--- src/rtl/mem_indirect_arb.sv ---
// mem_indirect_arb
//   Round-robin arbiter and sequencer that shares one indirect-access memory
//   register port between NREQ requesters. Each granted single-word access is
//   expanded into the register-bus sequence:
//     write: wr INDIRECT_ADDR, wr INDIRECT_DATA, wr OP=WR, wr OP=NOP
//     read : wr INDIRECT_ADDR, wr OP=RD, settle, rd RDDATA, wait valid,
//            wr OP=NOP
//   All outputs are registered. A strobe is visible during the cycle in which
//   the FSM sits in the state that owns it.
//
// Ports
//   clk_i, arst_i           clock, asynchronous active-high reset
//   req_i[NREQ]             level requests, held until done_o
//   we_i[NREQ]              1=write, 0=read, sampled at grant
//   addr_i, wdata_i         packed per-requester address / write data
//   gnt_o[NREQ]             one-hot grant for the whole transaction
//   done_o[NREQ]            one-cycle completion pulse
//   rdata_o                 last read result, held until the next read ends
//   err_o                   read timeout pulse with done_o
//   bus_wr_o, bus_rd_o      register-bus write / read strobes
//   bus_addr_o, bus_data_o  register address / write data
//   bus_rddata_i            register read data
//   bus_rddatavalid_i       register read data valid
//
// Optional feature macro: MEM_INDIRECT_ARB_TIMEOUT_EN
//   Defined  : the wait for read data is bounded by TIMEOUT cycles; on expiry
//              the op register is cleared, rdata_o is zeroed and err_o pulses.
//   Undefined: the wait is unbounded and err_o is tied to 0.
module mem_indirect_arb #(
  parameter int NREQ            = 2,
  parameter int DWIDTH          = 8,
  parameter int AWIDTH          = 4,
  parameter int INDIRECT_AWIDTH = 8,
  parameter int RD_SETTLE       = 2,
  parameter int TIMEOUT         = 15
) (
  input  logic                            clk_i,
  input  logic                            arst_i,
  input  logic [NREQ-1:0]                 req_i,
  input  logic [NREQ-1:0]                 we_i,
  input  logic [NREQ*INDIRECT_AWIDTH-1:0] addr_i,
  input  logic [NREQ*DWIDTH-1:0]          wdata_i,
  output logic [NREQ-1:0]                 gnt_o,
  output logic [NREQ-1:0]                 done_o,
  output logic [DWIDTH-1:0]               rdata_o,
  output logic                            err_o,
  output logic                            bus_wr_o,
  output logic                            bus_rd_o,
  output logic [AWIDTH-1:0]               bus_addr_o,
  output logic [DWIDTH-1:0]               bus_data_o,
  input  logic [DWIDTH-1:0]               bus_rddata_i,
  input  logic                            bus_rddatavalid_i
);

  localparam int PW  = $clog2(NREQ);
  localparam int SCW = $clog2(RD_SETTLE);

  localparam logic [AWIDTH-1:0] REG_OP     = AWIDTH'(3);
  localparam logic [AWIDTH-1:0] REG_IADDR  = AWIDTH'(4);
  localparam logic [AWIDTH-1:0] REG_IDATA  = AWIDTH'(5);
  localparam logic [AWIDTH-1:0] REG_RDDATA = AWIDTH'(6);

  localparam logic [DWIDTH-1:0] OP_NOP = DWIDTH'(2'b00);
  localparam logic [DWIDTH-1:0] OP_RD  = DWIDTH'(2'b01);
  localparam logic [DWIDTH-1:0] OP_WR  = DWIDTH'(2'b10);

  if (NREQ < 2 || NREQ > 8 || INDIRECT_AWIDTH > DWIDTH ||
      RD_SETTLE < 2 || TIMEOUT < 1) begin : g_param_check
    $error("mem_indirect_arb: parameter out of range");
  end

  typedef enum logic [3:0] {
    S_IDLE, S_ADDR, S_DATA, S_OPWR, S_OPRD,
    S_SETTLE, S_RD, S_WAIT, S_CLR, S_DONE
  } state_t;

  state_t              state, state_n;
  logic [PW-1:0]       ptr, ptr_n;
  logic [PW-1:0]       win;
  logic                found;
  logic                load;
  logic                cur_we, cur_we_n;
  logic [DWIDTH-1:0]   cur_wdata;
  logic [SCW-1:0]      settle_cnt, settle_n;
  logic [NREQ-1:0]     gnt_n, done_n;
  logic [DWIDTH-1:0]   rdata_n;
  logic                wr_n, rd_n;
  logic [AWIDTH-1:0]   baddr_n;
  logic [DWIDTH-1:0]   bdata_n;

`ifdef MEM_INDIRECT_ARB_TIMEOUT_EN
  localparam int TW = $clog2(TIMEOUT + 1);
  logic [TW-1:0] tmo_cnt, tmo_n;
  logic          tmo_flag, tmo_flag_n;
  logic          err_n;
`endif

  // Round-robin search: first set request at or after ptr, wrapping.
  always_comb begin
    int j;
    found = 1'b0;
    win   = '0;
    j     = 0;
    for (int i = 0; i < NREQ; i++) begin
      j = int'(ptr) + i;
      if (j >= NREQ) j = j - NREQ;
      if (!found && req_i[j]) begin
        found = 1'b1;
        win   = PW'(j);
      end
    end
  end

  // Next state and next registered outputs. The strobe for a state is
  // computed on the transition into it so it lines up with that state.
  always_comb begin
    state_n  = state;
    ptr_n    = ptr;
    cur_we_n = cur_we;
    settle_n = settle_cnt;
    load     = 1'b0;
    gnt_n    = gnt_o;
    done_n   = '0;
    rdata_n  = rdata_o;
    wr_n     = 1'b0;
    rd_n     = 1'b0;
    baddr_n  = '0;
    bdata_n  = '0;
`ifdef MEM_INDIRECT_ARB_TIMEOUT_EN
    tmo_n      = tmo_cnt;
    tmo_flag_n = tmo_flag;
    err_n      = 1'b0;
`endif
    case (state)
      S_IDLE: begin
        if (found) begin
          load     = 1'b1;
          gnt_n    = NREQ'(1) << win;
          ptr_n    = (int'(win) == NREQ - 1) ? '0 : win + 1'b1;
          cur_we_n = we_i[win];
          state_n  = S_ADDR;
          wr_n     = 1'b1;
          baddr_n  = REG_IADDR;
          bdata_n  = DWIDTH'(addr_i[int'(win)*INDIRECT_AWIDTH +: INDIRECT_AWIDTH]);
`ifdef MEM_INDIRECT_ARB_TIMEOUT_EN
          tmo_flag_n = 1'b0;
`endif
        end
      end
      S_ADDR: begin
        wr_n = 1'b1;
        if (cur_we) begin
          state_n = S_DATA;
          baddr_n = REG_IDATA;
          bdata_n = cur_wdata;
        end else begin
          state_n = S_OPRD;
          baddr_n = REG_OP;
          bdata_n = OP_RD;
        end
      end
      S_DATA: begin
        state_n = S_OPWR;
        wr_n    = 1'b1;
        baddr_n = REG_OP;
        bdata_n = OP_WR;
      end
      S_OPWR: begin
        state_n = S_CLR;
        wr_n    = 1'b1;
        baddr_n = REG_OP;
        bdata_n = OP_NOP;
      end
      S_OPRD: begin
        state_n  = S_SETTLE;
        settle_n = SCW'(RD_SETTLE - 1);
      end
      S_SETTLE: begin
        if (settle_cnt == '0) begin
          state_n = S_RD;
          rd_n    = 1'b1;
          baddr_n = REG_RDDATA;
        end else begin
          settle_n = settle_cnt - 1'b1;
        end
      end
      S_RD: begin
        state_n = S_WAIT;
`ifdef MEM_INDIRECT_ARB_TIMEOUT_EN
        tmo_n = '0;
`endif
      end
      S_WAIT: begin
        if (bus_rddatavalid_i) begin
          rdata_n = bus_rddata_i;
          state_n = S_CLR;
          wr_n    = 1'b1;
          baddr_n = REG_OP;
          bdata_n = OP_NOP;
        end
`ifdef MEM_INDIRECT_ARB_TIMEOUT_EN
        else if (tmo_cnt == TW'(TIMEOUT - 1)) begin
          rdata_n    = '0;
          tmo_flag_n = 1'b1;
          state_n    = S_CLR;
          wr_n       = 1'b1;
          baddr_n    = REG_OP;
          bdata_n    = OP_NOP;
        end else begin
          tmo_n = tmo_cnt + 1'b1;
        end
`endif
      end
      S_CLR: begin
        state_n = S_DONE;
      end
      S_DONE: begin
        done_n  = gnt_o;
        gnt_n   = '0;
        state_n = S_IDLE;
`ifdef MEM_INDIRECT_ARB_TIMEOUT_EN
        err_n = tmo_flag;
`endif
      end
      default: state_n = S_IDLE;
    endcase
  end

  // Control and output register stage
  always_ff @(posedge clk_i or posedge arst_i) begin
    if (arst_i) begin
      state      <= S_IDLE;
      ptr        <= '0;
      cur_we     <= 1'b0;
      settle_cnt <= '0;
      gnt_o      <= '0;
      done_o     <= '0;
      rdata_o    <= '0;
      bus_wr_o   <= 1'b0;
      bus_rd_o   <= 1'b0;
      bus_addr_o <= '0;
      bus_data_o <= '0;
    end else begin
      state      <= state_n;
      ptr        <= ptr_n;
      cur_we     <= cur_we_n;
      settle_cnt <= settle_n;
      gnt_o      <= gnt_n;
      done_o     <= done_n;
      rdata_o    <= rdata_n;
      bus_wr_o   <= wr_n;
      bus_rd_o   <= rd_n;
      bus_addr_o <= baddr_n;
      bus_data_o <= bdata_n;
    end
  end

  // Write data captured at grant; only consumed after grant, so no reset.
  always_ff @(posedge clk_i) begin
    if (load) cur_wdata <= wdata_i[int'(win)*DWIDTH +: DWIDTH];
  end

`ifdef MEM_INDIRECT_ARB_TIMEOUT_EN
  // Read-wait timeout register stage
  always_ff @(posedge clk_i or posedge arst_i) begin
    if (arst_i) begin
      tmo_cnt  <= '0;
      tmo_flag <= 1'b0;
      err_o    <= 1'b0;
    end else begin
      tmo_cnt  <= tmo_n;
      tmo_flag <= tmo_flag_n;
      err_o    <= err_n;
    end
  end
`else
  assign err_o = 1'b0;
`endif

endmodule
--- config.mk ---
export PLATFORM = sky130hd
export DESIGN_NAME = mem_indirect_arb
export DESIGN_NICKNAME = d
export VERILOG_FILES = /design/src/rtl/mem_indirect_arb.sv
export SDC_FILE = /design/constraint.sdc
export NUM_CORES = 1
export LEC_CHECK = 0
export ABC_AREA = 1
export CAP_MARGIN = 20
export CORE_ASPECT_RATIO = 0.7
export CORE_UTILIZATION = 43
export DETAILED_ROUTE_END_ITERATION = 10
export HOLD_SLACK_MARGIN = 0.12
export PLACE_DENSITY = 0.79
export SLEW_MARGIN = 10
export SYNTH_ARGS = -nofsm -noshare
export SYNTH_HDL_FRONTEND = slang
export SYNTH_SLANG_ARGS = --single-unit
--- constraint.sdc ---
create_clock -name clk_i -period 1.6 [get_ports clk_i]
set_clock_uncertainty 0.1 [all_clocks]
set_input_delay 0.24 -clock clk_i [delete_from_list [all_inputs] [get_ports clk_i]]
set_output_delay 0.24 -clock clk_i [all_outputs]
set_load 0.02 [all_outputs]
# Word-level counts from Yosys, hierarchy flattened
# Cells that the tools add are included.
# totals
register_bits	41
input_bits	47
# classes
n_addsub	5
magnitude_cmp	5
eq_ne	12
shifts	3
mux	39
reduce_logical	11
# ops
op	n
less-than comparator 32 x 3 -> 1 bit (second input constant)	2
2-to-1 mux 32 bit	2
one-hot mux 4 bit (9 select lines)	1
variable part select 16 x 5 -> 8 bit	2
one-hot mux 8 bit (3 select lines)	1
2-to-1 mux 1 bit	19
equality test 4 x 3 -> 1 bit (second input constant)	4
2-to-1 mux 8 bit	2
one-hot mux 3 bit (5 select lines)	1
2-to-1 mux 3 bit	4
2-to-1 mux 4 bit	3
equality test 4 x 2 -> 1 bit (second input constant)	2
equality test 4 bit (second input constant)	2
2-to-1 mux 2 bit	3
!= test 2 bit (second input constant)	3
AND reduction 2 bit	3
equality test 4 x 1 -> 1 bit (second input constant)	1
zero test 4 bit	1
one-hot mux 2 bit (2 select lines)	1
nonzero test 2 bit	2
one-hot mux 1 bit (3 select lines)	1
AND reduction 3 bit	1
OR reduction 3 bit	1
subtractor 1 x 2 -> 3 bit (second input constant)	1
12 further kinds	12

# Longest topological paths before layout
# Gate-level depths: netlist of run 1.
# depth
ltp_word	12
mapped_depth	9

# Worst setup path before layout of run 1
# Ideal clock, no wire load.
# synth_path
path_kind	reg2reg
from	register state[1]
to	register cur_wdata[0], enable pin
setup_time_ns	0.295
arrival_time_ns	1.029
slack_ns	0.176
stages_incl_launch_ff	7
path_buffers	1
synth_period_minus_slack_ns	1.424
path_cell_list	dfrtp_1 -> nor2_4 -> nand2_2 -> inv_2 -> nand2_4 -> inv_4 -> buf_12
# synth_via
elab_chain_cells	2
# synth_lines
item	line	source
start, declared	77	state_t state, state_n;
start signal, assigned	244	state <= state_n;
zero test 4 bit	134	case (state)
2-to-1 mux 1 bit	134	
named net load	81	logic load;
end signal, assigned	260	if (load) cur_wdata <= wdata_i[int'(win)*DWIDTH +: DWIDTH];
end, declared	83	logic [DWIDTH-1:0] cur_wdata;
# The timed path passes the listed nets, and every way through them passes these cells.
# A chain may end at the register's enable or synchronous reset.

# Worst setup path in the final report of run 1
# layout_path
from	register bus_data_o[1]
to	output port bus_data_o[1]
# layout_rtl
item	line	source
start, declared	50	output logic [DWIDTH-1:0] bus_data_o,
start signal, assigned	254	bus_data_o <= bdata_n;
# No word-level cell between the ends.

==> impl_metrics.ini, run 1 <==
[setup_path]
cp_max_fo = 1
critPathMaxStageDelay_ps = 610
worst-setup-path-type = reg -> out
startpoint_type = flop
crit_family = buffers and inverters
critPathArrivalTime_ps = 1210
path_buf_inv = 1
slowest_stage = clkdlybuf4s50_1
required_ps = 1260
end_kind = primary output
worstPathCellList = clkdlybuf4s50_1

[placement]
io_buffer_count = 71
dp_hpwl_um = 3050
post-place-ws_ps = -11.8
gp_congestion = 0.921

[synth]
avgSynthCellArea_um2 = 8.61
ys_ff_latch = 40
synth_edf_count = 8
synth_seq_area_share = 0.542
yosysWarnings = 0
synthDistinctLibCells = 26
async_flop_share = 0.800
ys.flop_type = dfrtp_1
netlist_area_um2 = 1920
syn_inst = 223

[grt]
grt_max_degree = 33
antenna_found_initial = 0
grt-ovfl-total = 0
grt_pass1_wl_um = 6500
grt_pass1_vias = 1439
grt_usage = 0.188

[pwr]
power_per_cell_area_nw_per_um2 = 1600
combPwrFrac = 0.484
seq_power_share = 0.377
peakVddDrop_uv = 838
power.switching_mw = 1.79
power_frac_clock = 0.139
intPower_mw = 2.69
switching_share = 0.399
total_power_mw = 4.48
power_leakage_nw = 1.50

[sta]
drv_slew = 0
hold_viol = 0
setup_tns_ps = 0
timing.fmax_mhz = 644
rsz0062_at_grt = false
min_period_ps = 1550
final.period_utilization = 0.970
finalSetupViolations = 0
setup_ws_ps = 47.4

[clock_network]
clk_pin_slew_ps = 80
cts_root_buf = clkbuf_8
clk_latency_ps = 280
hold_buffers = 0
cts_tree = done
cts_max_level = 2
clock_sinks = 40
cts_buffers = 5
clock_tree.buffer_depth = 2

[floorplanning]
ios = 74
start_util = 0.470
std_cell_rows = 19
dieArea_um2 = 4740
core_um2 = 4090
die_x_um = 81.9
dieHeight_um = 57.9

[route]
drt_iter0_markers = 63
ant_nets = 0
wl_per_cell_um = 11.0
via_per_inst = 4.42
vias = 1564
firstDrtPassIters = 4
routed_wl_um = 3910
drcViolationCount = 0

[cells_and_area]
drive_gt1_frac = 0.129
layout_common_cells = nand2_1, clkdlybuf4s50_1, dfrtp_1
mostFrequentLayoutCell = nand2_1
nNetsFinal = 348
utilization = 0.685
n_antenna_cell = 0
area_growth_pct = 45.9

[status]
status = completed

[worst_hold_path]
hold_class = in -> async

[job]
maxCapViolCount = 0
final cells by class:
cell class | instances | area, um2
clock buffer | 5 | 68.8
fill | 314 | 1290
tap | 52 | 65.1
clock inverter | 3 | 13.8
timing repair buffer | 76 | 790
inverter | 28 | 108
sequential | 40 | 1040
multi-input combinational | 150 | 717
synth_stat cells, types with 2 or more instances:
cell      number  area, um2
buf_4          3       22.5
nor2_1         7       26.3
nand2_2        5       31.3
nand3_2        3       30.0
nand3_1       10       50.1
edfxtp_1       8        240
a21oi_1        2       10.0
inv_2          3       11.3
o21ai_2        9       78.8
dfrtp_1       32        801
nand2_1       97        364
nor2_4         3       33.8
nor3_1         2       10.0
o21ai_0        4       20.0
inv_1         24       90.1
what timing repair did:
action | in CTS | in global routing
pin swaps | 0 | 0
setup endpoints to repair | 3 | 8
buffers inserted | 0 | 0
gates resized for setup | 3 | 8
endpoints found under the hold margin | 0 | 0
flip-flops by register name, summed over array words and instances (netlist names):
register / cells
ptr: 1
bus_addr_o: 3
state: 4
rdata_o: 8
done_o: 2
settle_cnt: 1
bus_rd_o: 1
bus_data_o: 8
cur_we: 1
bus_wr_o: 1
cur_wdata: 8
gnt_o: 2
metal layers:
| metal | part of all wire | routed length, um | track usage |
|---|---|---|---|
| met1 | 0.49 | 1900 | 0.263 |
| met2 | 0.44 | 1700 | 0.282 |
| met3 | 0.070 | 272 | 0.0598 |
| met4 | 0.0085 | 33 | 0.0526 |
| met5 | 0 | 0 | 0 |
metrics by stage:
stage	hold WS [ps]	std cells	cell area, um2
2_1_floorplan	256	224	1920
3_3_place_gp	342	346	2700
3_5_place_dp	347	346	2700
4_1_cts	253	354	2780
5_1_grt	302	354	2800
6_report	241	354	2800
final timing paths:
kind | endpoint | depth (start not counted) | start | slack (ps)
hold reg to reg | bus_data_o[3] | 2 | cur_wdata[3] | 370
setup / recovery | bus_data_o[1] | 1 | bus_data_o[1] | 50
min in group clk_i | bus_data_o[3] | 2 | cur_wdata[3] | 370
max in group asynchronous | bus_data_o[2] | 3 | arst_i | 880
hold / removal | rdata_o[5] | 3 | arst_i | 240
setup reg to reg | cur_wdata[4] | 5 | state[3] | 160
cell families (layout without fill, tap and decap cells):
kind of cell,count (synthesis),count (layout),share of synthesized area
compound gates,16,16,0.0606
buf+inv,34,112,0.0866
flops,40,40,0.542
other cells,1,2,0.00195
simple gates,132,132,0.309
power by group through the flow:
| stage | logic [mW] | clock network, mW | registers [mW] |
|---|---|---|---|
| 2_1_floorplan | 1.08 | 0 | 1.99 |
| 3_3_place_gp | 2.20 | 0 | 1.70 |
| 3_5_place_dp | 2.23 | 0 | 1.71 |
| 4_1_cts | 2.21 | 0.638 | 1.69 |
| 5_1_grt | 2.40 | 0.694 | 1.73 |
| 6_report | 2.17 | 0.623 | 1.69 |
No activity file was read; power rests on OpenSTA's default activity.
==> inputs of run 2 (changes only) <==
CORE_MARGIN = 3   (was unset)
CTS_CLUSTER_DIAMETER = 50   (was unset)
==> run 2 against run 1 <==
First-iteration DRC count grew 68%. Cell area is the same. Non-clock buffer count grew 1. Sequential share of layout area is the same. Critical path type unchanged. Largest power group unchanged.
==> impl_metrics.ini, run 2 (synthesized netlist as in run 1, its figures left out) <==
[status]
status = completed

[worst_hold_path]
hold_class = in -> async

[clock_network]
clock_sinks = 40
clock_tree.buffer_depth = 2
cts_tree = done
clk_pin_slew_ps = 80
hold_buffers = 0
cts_buffers = 5
clk_latency_ps = 290
cts_max_level = 2
cts_root_buf = clkbuf_8

[sta]
min_period_ps = 1560
timing.fmax_mhz = 642
timing.hold.ws_ps = 240
rsz0062_at_grt = false
drv_slew = 0
final.period_utilization = 0.973
finalSetupViolations = 0
setup_ws_ps = 43.3
setup_tns_ps = 0
hold_viol = 0

[setup_path]
r2r_slack_ps = 140
cp.depth = 1
critPathMaxStageDelay_ps = 610
rr_endpoint = cur_wdata[0]
cp_max_fo = 1
startpoint_type = flop
slowest_stage = clkdlybuf4s50_1
worstPathCellList = clkdlybuf4s50_1
required_ps = 1260
r2r_start = state[3]
endpoint = bus_data_o[1]
path_buf_inv = 1
end_kind = primary output
worst-setup-path-type = reg -> out
crit_family = buffers and inverters
startpoint = bus_data_o[1]
critPathArrivalTime_ps = 1220
rr_worst_depth = 5

[pwr]
seq_power_share = 0.375
switching_share = 0.405
intPower_mw = 2.69
power.switching_mw = 1.83
combPwrFrac = 0.485
power_frac_clock = 0.140
power_leakage_nw = 1.51
power_per_cell_area_nw_per_um2 = 1610
peakVddDrop_uv = 1040

[route]
via_per_inst = 4.63
ant_nets = 0
drcViolationCount = 0
routed_wl_um = 4270
wl_per_cell_um = 12.0
drt_iter0_markers = 106
firstDrtPassIters = 4
vias = 1642

[grt]
antenna_found_initial = 0
grt_usage = 0.164
grt_pass1_wl_um = 6730
grt-ovfl-total = 0
grt_pass1_vias = 1481
grt_max_degree = 33

[placement]
place_inst = 347
post-place-ws_ps = -55.7
io_buffer_count = 71
dp_hpwl_um = 3440
gp_congestion = 0.872

[floorplanning]
start_util = 0.467
dieHeight_um = 61.9
ios = 74
core_um2 = 4110
std_cell_rows = 19
dieArea_um2 = 5320
die_x_um = 85.9

[cells_and_area]
nNetsFinal = 349
fin_cells = 355
utilization = 0.681
drive_gt1_frac = 0.132
fillers = 327
multi_input_area_um2 = 717
layout_common_cells = nand2_1, clkdlybuf4s50_1, dfrtp_1
seqCellArea_um2 = 1040
area_growth_pct = 45.9
mostFrequentLayoutCell = nand2_1
n_antenna_cell = 0
top_regs = bus_data_o x8, cur_wdata x8, rdata_o x8

[job]
maxCapViolCount = 0
## run 2: layout make-up
cell class / instances / area share
Inverter: 28 / 0.0384
Timing Repair Buffer: 77 / 0.281
Multi-Input combinational cell: 150 / 0.256
Clock inverter: 2 / 0.00446
Sequential cell: 40 / 0.371
Clock buffer: 6 / 0.0259
Tap cell: 52 / 0.0232
## run 2: repair_timing
action	CTS	global route
gates resized for setup	3	9
hold endpoints to repair	0	0
pin swaps	0	0
setup endpoints to repair	3	9
buffers inserted	0	0
## run 2: metrics by stage
stage	power, mW	area [um2]
3_5_place_dp	3.96	2700
6_report	4.52	2800
5_1_grt	4.84	2800
4_1_cts	4.57	2780
2_1_floorplan	3.07	1920
3_3_place_gp	3.90	2700
## run 2: power groups by stage
stage	sequential, mW	combinational, mW	clock, mW
after global routing	1.73	2.40	0.697
after CTS	1.70	2.23	0.646
final	1.69	2.19	0.634
after floorplan	1.99	1.08	0
after global placement	1.70	2.20	0
after detailed placement	1.72	2.24	0
## run 2: worst min-delay path by stage
| stage | slack (ps) | startpoint | cells past startpoint | endpoint |
|---|---|---|---|---|
| 2_1_floorplan | 260 | arst_i | 1 | bus_addr_o[0] |
| 3_3_place_gp | 330 | cur_wdata[3] | 2 | bus_data_o[3] |
| 3_5_place_dp | 340 | cur_wdata[2] | 2 | bus_data_o[2] |
| 4_1_cts | 260 | arst_i | 3 | done_o[0] |
| 5_1_grt | 280 | arst_i | 3 | done_o[0] |
| 6_report | 240 | arst_i | 3 | done_o[0] |
## run 2: metal layers
layer / up-vias / global-route usage / routed length [um]
li1: 840 / - / -
met1: 751 / 0.225 / 2040
met2: 49 / 0.277 / 2010
met3: 2 / 0.0356 / 200
met4: 0 / 0.0271 / 21
met5: - / 0 / 0
==> inputs of run 3 (changes only) <==
REMOVE_ABC_BUFFERS = 1   (was unset)
==> run 3 against run 2 <==
Sequential power barely moved. Die area did not move. Non-clock buffer count rose by 2. Worst setup slack improved by 0.99 ps. Critical path type unchanged. Largest cell class unchanged. Highest routed layer unchanged.
==> impl_metrics.ini, run 3 (synthesized netlist as in run 1, its figures left out) <==
[floorplanning]
std_cell_rows = 19
ios = 74
start_util = 0.467
core_um2 = 4110
dieArea_um2 = 5320
dieHeight_um = 61.9
die_x_um = 85.9

[setup_path]
startpoint = bus_data_o[0]
worst-setup-path-type = reg -> out
startpoint_type = flop
rr_endpoint = cur_wdata[7]
rr_worst_depth = 5
worstPathCellList = clkdlybuf4s50_1
cp_max_fo = 1
crit_family = buffers and inverters
slowest_stage = clkdlybuf4s50_1
required_ps = 1260
path_buf_inv = 1
critPathMaxStageDelay_ps = 600
r2r_start = state[3]
end_kind = primary output
critPathArrivalTime_ps = 1220
r2r_slack_ps = 150

[clock_network]
clock_tree.buffer_depth = 2
cts_max_level = 2
hold_buffers = 0
clk_pin_slew_ps = 70
cts_buffers = 5
cts_tree = done
cts_root_buf = clkbuf_8
clock_sinks = 40
clk_latency_ps = 290

[pwr]
combPwrFrac = 0.477
seq_power_share = 0.364
power.switching_mw = 1.84
power_leakage_nw = 1.59
total_power_mw = 4.62
switching_share = 0.398
peakVddDrop_uv = 1070
power_frac_clock = 0.159
intPower_mw = 2.78
power_per_cell_area_nw_per_um2 = 1620

[sta]
drv_slew = 0
setup_tns_ps = 0
hold_viol = 0
timing.fmax_mhz = 643
final.period_utilization = 0.972
setup_ws_ps = 44.2
min_period_ps = 1560
rsz0062_at_grt = false
timing.hold.ws_ps = 257
finalSetupViolations = 0

[grt]
grt_usage = 0.178
antenna_found_initial = 0
grt_max_degree = 33
grt-ovfl-total = 0
grt_pass1_vias = 1605
grt_pass1_wl_um = 7250

[cells_and_area]
nNetsFinal = 351
drive_gt1_frac = 0.141
top_regs = bus_data_o x8, cur_wdata x8, rdata_o x8
fillers = 324
area_growth_pct = 48.2
layout_common_cells = nand2_1, clkdlybuf4s50_1, dfrtp_1
n_antenna_cell = 0
mostFrequentLayoutCell = nand2_1

[status]
status = completed

[worst_hold_path]
hold_class = in -> async

[route]
wl_per_cell_um = 12.2
vias = 1653
via_per_inst = 4.63
ant_nets = 0
drt_iter0_markers = 102
routed_wl_um = 4360
firstDrtPassIters = 4
drcViolationCount = 0

[placement]
io_buffer_count = 71
dp_hpwl_um = 3440
gp_congestion = 0.986
post-place-ws_ps = -166

[job]
maxCapViolCount = 0
==> run 3: cell types whose count changed in the layout (fill, tap and decap cells not counted) <==
cell and change:
buf_4 +2, clkbuf_16 +1, nor2_2 +1, dlygate4sd2_1 +1, clkinvlp_4 -1, clkdlybuf4s50_1 -5, dlymetal6s2s_1 +4, nor2_1 -1
==> run 3: per-stage QoR <==
step | util | area, um2 | instances
after global routing | 0.692 | 2850 | 357
after CTS | 0.684 | 2810 | 357
after detailed placement | 0.660 | 2710 | 349
after global placement | 0.660 | 2710 | 349
final | 0.692 | 2850 | 357
after floorplan | - | 1870 | 218
==> run 3: area by class of cell <==
type                            instances  area (um2)  share of cell area
Tap cell                               52        65.1              0.0229
Multi-Input combinational cell        150         719               0.253
Sequential cell                        40        1040               0.366
Inverter                               28         108              0.0378
Clock buffer                            7        97.6              0.0343
Clock inverter                          1        5.00             0.00176
Timing Repair Buffer                   79         811               0.285
==> run 3: worst max path at each step <==
stage	to	depth (start not counted)	slack [ps]
finish	bus_data_o[0]	1	40
global route	bus_data_o[2]	1	1
CTS	rdata_o[5]	1	6
detailed placement	state[1]	8	-170
global placement	state[1]	8	-50
floorplan	cur_wdata[0]	5	210
==> run 3: power by group through the flow <==
stage | clock (mW) | sequential [mW] | combinational [mW]
2_1_floorplan | 0 | 1.99 | 1.01
3_3_place_gp | 0 | 1.69 | 2.21
3_5_place_dp | 0 | 1.70 | 2.28
4_1_cts | 0.746 | 1.69 | 2.25
5_1_grt | 0.798 | 1.73 | 2.44
6_report | 0.733 | 1.68 | 2.20
==> run 3: per-layer routing <==
layer	vias up	wire (um)	track usage	share of wire
li1	841	-	-	-
met1	742	1910	0.224	0.44
met2	63	2080	0.304	0.48
met5	-	0	0	0
met4	0	54	0.0564	0.012
met3	7	316	0.0501	0.072
==> run 3: repair_timing <==
action,in CTS,in global routing
buffers inserted,0,0
setup endpoints to repair,4,15
gates resized for setup,4,14
cloned,0,0
pin swaps,0,0
